### src/rtl/jtag_seq.sv
// Command sequencer in front of the jtag shifter: accepts one host command, loads the
// instruction FIFO if needed, starts jtag, then follows busy to completion or error.
module jtag_seq #(
  parameter int DATA_INSTRACTION = 10,
  parameter int WAIT_BUSY_MAX    = 8,
  parameter int TIMEOUT          = 65535
) (
  input  logic                        clk,
  input  logic                        rst_n,
  input  logic                        cmd_valid,
  output logic                        cmd_ready,
  input  logic                        cmd_op,
  input  logic [15:0]                 cmd_len,
  input  logic [DATA_INSTRACTION-1:0] cmd_word,
  output logic                        done,
  output logic                        error,
  output logic [1:0]                  err_code,
  output logic [15:0]                 txn_count,
  output logic                        op,
  output logic [15:0]                 len,
  output logic                        work,
  input  logic                        busy,
  output logic [DATA_INSTRACTION-1:0] wdata_instraction,
  output logic                        wr_instraction,
  input  logic                        full_instraction
);

  typedef enum logic [2:0] {IDLE, LOAD, ISSUE, WAIT_BUSY, RUN, DONE, ERR} state_t;

  state_t                        state, state_nx;
  logic [15:0]                   cnt, cnt_nx, cnt_inc;
  logic [1:0]                    cause, cause_nx;
  logic                          accept, cmd_bad;
  logic                          cmd_ready_nx, done_nx, error_nx, work_nx, wr_nx, op_nx;
  logic [1:0]                    err_code_nx;
  logic [15:0]                   len_nx, txn_nx;
  logic [DATA_INSTRACTION-1:0]   wdata_nx;

  assign accept  = cmd_valid && cmd_ready;
  assign cmd_bad = (cmd_len == 16'd0) ||
                   (!cmd_op && (32'(cmd_len) > DATA_INSTRACTION));
  assign cnt_inc = (cnt == 16'hFFFF) ? cnt : cnt + 16'd1;

  always_ff @(posedge clk or negedge rst_n) begin
    if (!rst_n) begin
      state             <= IDLE;
      cnt               <= 16'd0;
      cause             <= 2'd0;
      cmd_ready         <= 1'b0;
      done              <= 1'b0;
      error             <= 1'b0;
      err_code          <= 2'd0;
      txn_count         <= 16'd0;
      op                <= 1'b0;
      len               <= 16'd0;
      work              <= 1'b0;
      wdata_instraction <= '0;
      wr_instraction    <= 1'b0;
    end else begin
      state             <= state_nx;
      cnt               <= cnt_nx;
      cause             <= cause_nx;
      cmd_ready         <= cmd_ready_nx;
      done              <= done_nx;
      error             <= error_nx;
      err_code          <= err_code_nx;
      txn_count         <= txn_nx;
      op                <= op_nx;
      len               <= len_nx;
      work              <= work_nx;
      wdata_instraction <= wdata_nx;
      wr_instraction    <= wr_nx;
    end
  end

  // The cycle counter is shared by WAIT_BUSY and RUN; ISSUE and every other state clear it.
  always_comb begin
    state_nx = state;
    cnt_nx   = 16'd0;
    cause_nx = cause;
    case (state)
      IDLE: begin
        if (accept) begin
          if (cmd_bad) begin
            state_nx = ERR;
            cause_nx = 2'd1;
          end else begin
            state_nx = cmd_op ? ISSUE : LOAD;
          end
        end
      end
      LOAD: begin
        if (wr_instraction) state_nx = ISSUE;
      end
      ISSUE: state_nx = WAIT_BUSY;
      WAIT_BUSY: begin
        if (busy) begin
          state_nx = RUN;
        end else if (cnt == 16'(WAIT_BUSY_MAX - 1)) begin
          state_nx = ERR;
          cause_nx = 2'd2;
        end else begin
          cnt_nx = cnt_inc;
        end
      end
      RUN: begin
        if (!busy) begin
          state_nx = DONE;
        end else if (cnt == 16'(TIMEOUT - 1)) begin
          state_nx = ERR;
          cause_nx = 2'd3;
        end else begin
          cnt_nx = cnt_inc;
        end
      end
      DONE:    state_nx = IDLE;
      ERR:     state_nx = IDLE;
      default: state_nx = IDLE;
    endcase
  end

  // The FIFO write is decided from full one cycle ahead; LOAD leaves once the write is visible.
  always_comb begin
    cmd_ready_nx = (state_nx == IDLE) && (state != DONE) && (state != ERR);
    work_nx      = (state == ISSUE);
    done_nx      = (state == DONE);
    error_nx     = (state == ERR);
    err_code_nx  = (state == ERR) ? cause : 2'd0;
    txn_nx       = txn_count + {15'd0, (state == DONE)};
    wr_nx        = 1'b0;
    op_nx        = op;
    len_nx       = len;
    wdata_nx     = wdata_instraction;
    if (state == IDLE && accept) begin
      op_nx    = cmd_op;
      len_nx   = cmd_len;
      wdata_nx = cmd_word;
      wr_nx    = !cmd_bad && !cmd_op && !full_instraction;
    end else if (state == LOAD) begin
      wr_nx    = !wr_instraction && !full_instraction;
    end
  end

endmodule
### config.mk
export PLATFORM = sky130hd
export DESIGN_NAME = jtag_seq
export DESIGN_NICKNAME = d
export VERILOG_FILES = /design/src/rtl/jtag_seq.sv
export SDC_FILE = /design/constraint.sdc
export NUM_CORES = 1
export LEC_CHECK = 0
export CORE_MARGIN = 5
export CORE_UTILIZATION = 35
export CTS_CLUSTER_SIZE = 20
export DETAILED_ROUTE_END_ITERATION = 16
export GPL_ROUTABILITY_DRIVEN = 0
export HOLD_SLACK_MARGIN = 0.12
export SYNTH_ARGS = -nofsm -noshare
export SYNTH_HDL_FRONTEND = slang
export SYNTH_SLANG_ARGS = --single-unit
### constraint.sdc
create_clock -name clk -period 2.05 [get_ports clk]
set_clock_uncertainty 0.05 [all_clocks]
set_input_delay 0.41 -clock clk [delete_from_list [all_inputs] [get_ports clk]]
set_output_delay 0.41 -clock clk [all_outputs]
set_load 0.1 [all_outputs]
# ---- Word-level counts from Yosys, hierarchy flattened
# Cells that the tools add are included.
dict set report totals {
  regBits 71
  in_bits 32
  output_inout_bits 50
  elab_cells 76
}
dict set report op_classes {
  n_addsub 2
  magnitude_cmp 1
  eq_ne 17
  n_mux 25
  reduce_logical 18
}
# op count
set ops {}
lappend ops {{$mux W16} 5}
lappend ops {{$eq A16 B16 Y1 const B} 2}
lappend ops {{$pmux W16 S2} 1}
lappend ops {{$mux W3} 7}
lappend ops {{$add A16 B1 Y16} 1}
lappend ops {{$add A16 B1 Y16 const B} 1}
lappend ops {{$eq A16 B3 Y1 const B} 1}
lappend ops {{$gt A16 B4 Y1 const B} 1}
lappend ops {{$logic_not A16 Y1} 1}
lappend ops {{$mux W2} 8}
lappend ops {{$pmux W3 S5} 1}
lappend ops {{$ne A2 B2 Y1 const B} 6}
lappend ops {{$eq A3 B3 Y1 const B} 3}
lappend ops {{$logic_and A1 B1 Y1} 8}
lappend ops {{$reduce_and A7 Y1} 1}
lappend ops {{$eq A3 B2 Y1 const B} 2}
lappend ops {{$logic_not A3 Y1} 2}
lappend ops {{$ne A3 B3 Y1 const B} 2}
lappend ops {{$pmux W2 S3} 1}
lappend ops {{$logic_not A1 Y1} 4}
lappend ops {{$eq A3 B1 Y1 const B} 1}
lappend ops {{$reduce_bool A3 Y1} 1}
lappend ops {{$mux W1} 2}
lappend ops {{$logic_or A1 B1 Y1} 1}

# ---- Logic depth before layout (Yosys ltp)
dict set report logic_depth {
  ltp_word 9
  mapped_depth 9
  ltp_nobuf 8
}

# ---- Worst setup path after synthesis
# OpenSTA, ideal clock, no wires.
dict set report synth_timing {
  path_type {register to register}
  start {register txn_count[0]}
  end {register txn_count[15]}
  setup_ns 0.161
  t_arrival_ns 2.196
  required_time_ns 1.839
  slack_ns -0.357
  path_stages_with_launch 6
  n_path_buf 0
  period_less_slack_ns 2.407
  path_cell_list {dfrtp_1 -> ha_1 -> nand3_1 -> or4_4 -> nor3_1 -> xor2_1}
}
dict set report synth_via {
  elab_chain_cells 1
}
# element line_no
set synth_rtl {}
lappend synth_rtl {{start, declared} 18} ;# output logic [15:0] txn_count,
lappend synth_rtl {{start signal, assigned} 67} ;# txn_count <= txn_nx;
lappend synth_rtl {{$add A16 B1 Y16} 129} ;# txn_nx = txn_count + {15'd0, (state == DONE)};
lappend synth_rtl {{named net txn_nx[15]} 36} ;# logic [15:0] len_nx, txn_nx;
# The timed path passes the listed nets, and every way through them passes these cells.
# A chain may end at the register's enable or synchronous reset.

# ---- Worst setup path in the final report
dict set report layout_timing {
  start {register state[0]}
  end {register txn_count[11]}
}
dict set report layout_via {
  elab_chain_cells 2
}
# element line_no
set layout_rtl {}
lappend layout_rtl {{start, declared} 30} ;# state_t state, state_nx;
lappend layout_rtl {{start signal, assigned} 60} ;# state <= state_nx;
lappend layout_rtl {{$eq A3 B3 Y1} n/a}
lappend layout_rtl {{named net done_nx} 34} ;# logic cmd_ready_nx, done_nx, error_nx, work_nx, wr_nx, op_nx;
lappend layout_rtl {{$add A16 B1 Y16} 129}
lappend layout_rtl {{named net txn_nx[11]} 36}
# The timed path passes the listed nets, and every way through them passes these cells.

==> impl_metrics.env <==
export IMPL_period_needed_ps=1929
export IMPL_synthTopCellsByArea="dfrtp_1, mux2_2, xnor2_1"
export IMPL_timing_final_ws_setup_ps=120.5
export IMPL_cts_max_level=3
export IMPL_first_pass_iters=4
export IMPL_grt_setup_unrepaired="yes"
export IMPL_synth_largest_area_cell="dfrtp_1"
export IMPL_drc_errors=0
export IMPL_root_buffer="clkbuf_8"
export IMPL_max_freq_mhz=518.3
export IMPL_drtAntennaViolNets=0
export IMPL_initial_utilization_pct=35.36
export IMPL_peakVddDrop_mv=1.192
export IMPL_vias_per_cell=4.821
export IMPL_final_area_um2=4644
export IMPL_synth_seq_cells=71
export IMPL_cp_max_fo=4
export IMPL_diodes=0
export IMPL_period_share_pct=94.12
export IMPL_area_delta_synth_final_pct=36.27
export IMPL_syn_area_um2=3408
export IMPL_cts_buffer_depth=2
export IMPL_outcome="complete, no violations"
export IMPL_grt_pass1_wl_mm=12.61
export IMPL_cts_tree="built"
export IMPL_grt_max_degree=72
export IMPL_fillCellCount=939
export IMPL_die_h_um=108.7
export IMPL_critPathKind="reg2reg"
export IMPL_wl_per_cell_um=13.61
export IMPL_grt_pass1_vias=2752
export IMPL_cp_slowest_cell="or4_4"
export IMPL_crit_path_start_kind="flop"
export IMPL_finalSetupViolations=0
export IMPL_vias=2579
export IMPL_final_common_cell="buf_4"
export IMPL_critPathCaptureType="flop"
export IMPL_post_place_ws_ps=-258.5
export IMPL_drt_wl_total_mm=7.279
export IMPL_io_buffers=81
export IMPL_drv_cap=0
export IMPL_synth_cell_types=51
export IMPL_cts_made_buffers=9
export IMPL_synth_top_flop_cell="dfrtp_1"
export IMPL_synth_edf_count=0
export IMPL_place_area_um2=4367
export IMPL_power_uw=7395
export IMPL_die_w_um=108.7
export IMPL_synthArstFlopShare_pct=100.0
export IMPL_seq_area_frac_synth_pct=52.13
export IMPL_grt_overflow_total=0
export IMPL_synth_nets=334
export IMPL_layout_drive_gt1_share_pct=35.57
export IMPL_final_nets=433
export IMPL_hold_path_class="reg2reg"
export IMPL_clkSinkCount=71
export IMPL_std_cell_rows=36
export IMPL_cpLargestDelayFamily="simple AND/OR/NAND/NOR gates"
export IMPL_cp_required_ps=2260
export IMPL_die_area_um2=11810
export IMPL_slew_viol_final=0
export IMPL_clkTransAtPathRegs_ps=70
export IMPL_first_iter_violations=87
export IMPL_relSlewSlack_pct=69.93
export IMPL_crit_path_max_incr_delay_ps=590
export IMPL_finalHoldViolCount=0
export IMPL_antenna_found_initial=0
export IMPL_critPathArrivalTime_ps=2140
export IMPL_post_route_util_pct=48.18
export IMPL_power_per_cell_area_nw_per_um2=1592
export IMPL_grt_usage_pct=13.28
export IMPL_final_cell_mix="buf_4, dfrtp_1, clkdlybuf4s50_1"
export IMPL_pin_count=82
export IMPL_coreArea_um2=9639
export IMPL_dp_hpwl_mm=5.401
export IMPL_path_cells="inv_2, nor3b_4, ha_2, nand3_2, or4_4, nor2_1, xor2_1"
export IMPL_worstMarginPinSlew_ps=447.4
export IMPL_synth_cells=298
export IMPL_clk_latency_ps=340
export IMPL_yosys_warnings=0
export IMPL_path_buf_inv=1
export IMPL_leakage_uw=0.002050
export IMPL_yosysTopAreaCellShare_pct=52.13
export IMPL_avgSynthCellArea_um2=11.44
-- flip-flops by register name (all words and copies together), names as in the netlist --
name / count
txn_count: 16
state: 3
len: 16
err_code: 2
done: 1
cmd_ready: 1
work: 1
wr_instraction: 1
wdata_instraction: 10
error: 1
cnt: 16
op: 1
cause: 2
-- stage by stage --
| step | TNS [ps] | hold WS, ps | std cells |
|---|---|---|---|
| 6_report | 0 | 420.2 | 535 |
| 3_3_place_gp | -460.5 | 409.5 | 517 |
| 4_1_cts | 0 | 412.1 | 534 |
| 3_5_place_dp | -660.7 | 410.1 | 517 |
| 5_1_grt | -1.505 | 461.0 | 535 |
| 2_1_floorplan | -30.46 | 64.41 | 298 |
-- path summary, 6_finish.rpt --
kind                            depth (start not counted)  slack [ps]                               end                    start
worst max-delay path                                    7         120           txn_count[11]$_DFF_PN0_       state[0]$_DFF_PN0_
worst min-delay path                                    1         420           txn_count[15]$_DFF_PN0_  txn_count[15]$_DFF_PN0_
worst max register to register                          7         120           txn_count[11]$_DFF_PN0_       state[0]$_DFF_PN0_
worst min register to register                          1         420           txn_count[15]$_DFF_PN0_  txn_count[15]$_DFF_PN0_
max in group asynchronous                               3        1060            txn_count[0]$_DFF_PN0_                    rst_n
min in group asynchronous                               3         570  wdata_instraction[2]$_DFFE_PN0P_                    rst_n
-- area by class of cell --
cell class	instances	area [um2]	share of cell area, %
Clock buffer	11	141.4	3.044
Clock inverter	5	81.33	1.751
Inverter	9	33.78	0.7274
Multi-Input combinational cell	203	1524	32.81
Sequential cell	71	1787	38.47
Tap cell	133	166.4	3.583
Timing Repair Buffer	103	910.9	19.61
-- layer usage --
metal	up-vias	part of all wire, %	wire length (um)	track usage (%)
met5	-	0	0	0
met4	0	0.93	68	5.050
met3	7	7.2	526	4.500
met2	69	47	3412	20.61
met1	1247	45	3271	17.20
li1	1256	-	-	-
-- cells in the mapped netlist (2+ instances only) --
cell type	number
o2111ai_1	2
buf_6	4
and3_1	3
nand2_1	19
nor3_1	8
xor2_1	8
nand4_1	9
inv_1	9
a21oi_1	9
o31ai_1	2
or2_2	2
and2_1	4
nand4_4	2
dfrtp_1	71
nor4_1	11
buf_4	3
clkbuf_2	3
a31oi_1	3
nor3b_1	4
ha_1	4
nor2_1	29
nand3_1	14
a211oi_1	2
and4_1	2
buf_2	3
xnor2_1	18
mux2_2	26
-- kinds of logic (layout without fill, tap and decap cells) --
logic type               Yosys count  in the layout  share of synthesized area [%]
flip-flops                        71             71                          52.13
XOR/XNOR                          26             26                          6.681
buffers and inverters             24            128                          4.552
adder cells (fa/ha/maj)            4              4                          1.468
AO/OA/AOI/OAI                     23             23                          4.883
AND/OR/NAND/NOR                  123            123                          21.37
multiplexers                      27             27                          8.921
-- where the power goes --
group	internal, uW	switching (uW)
clock	719	515
combinational	1030	3100
sequential	1800	231
total	3540	3850
-- what timing repair did --
item | 4_1_cts | 5_1_grt
setup buffers | 0 | 1
endpoints found under the hold margin | 71 | 0
hold buffers | 1 | 0
gates resized for setup | 0 | 8
setup endpoints to repair | 0 | 6
Note: power is estimated with default switching activity, not from simulation.
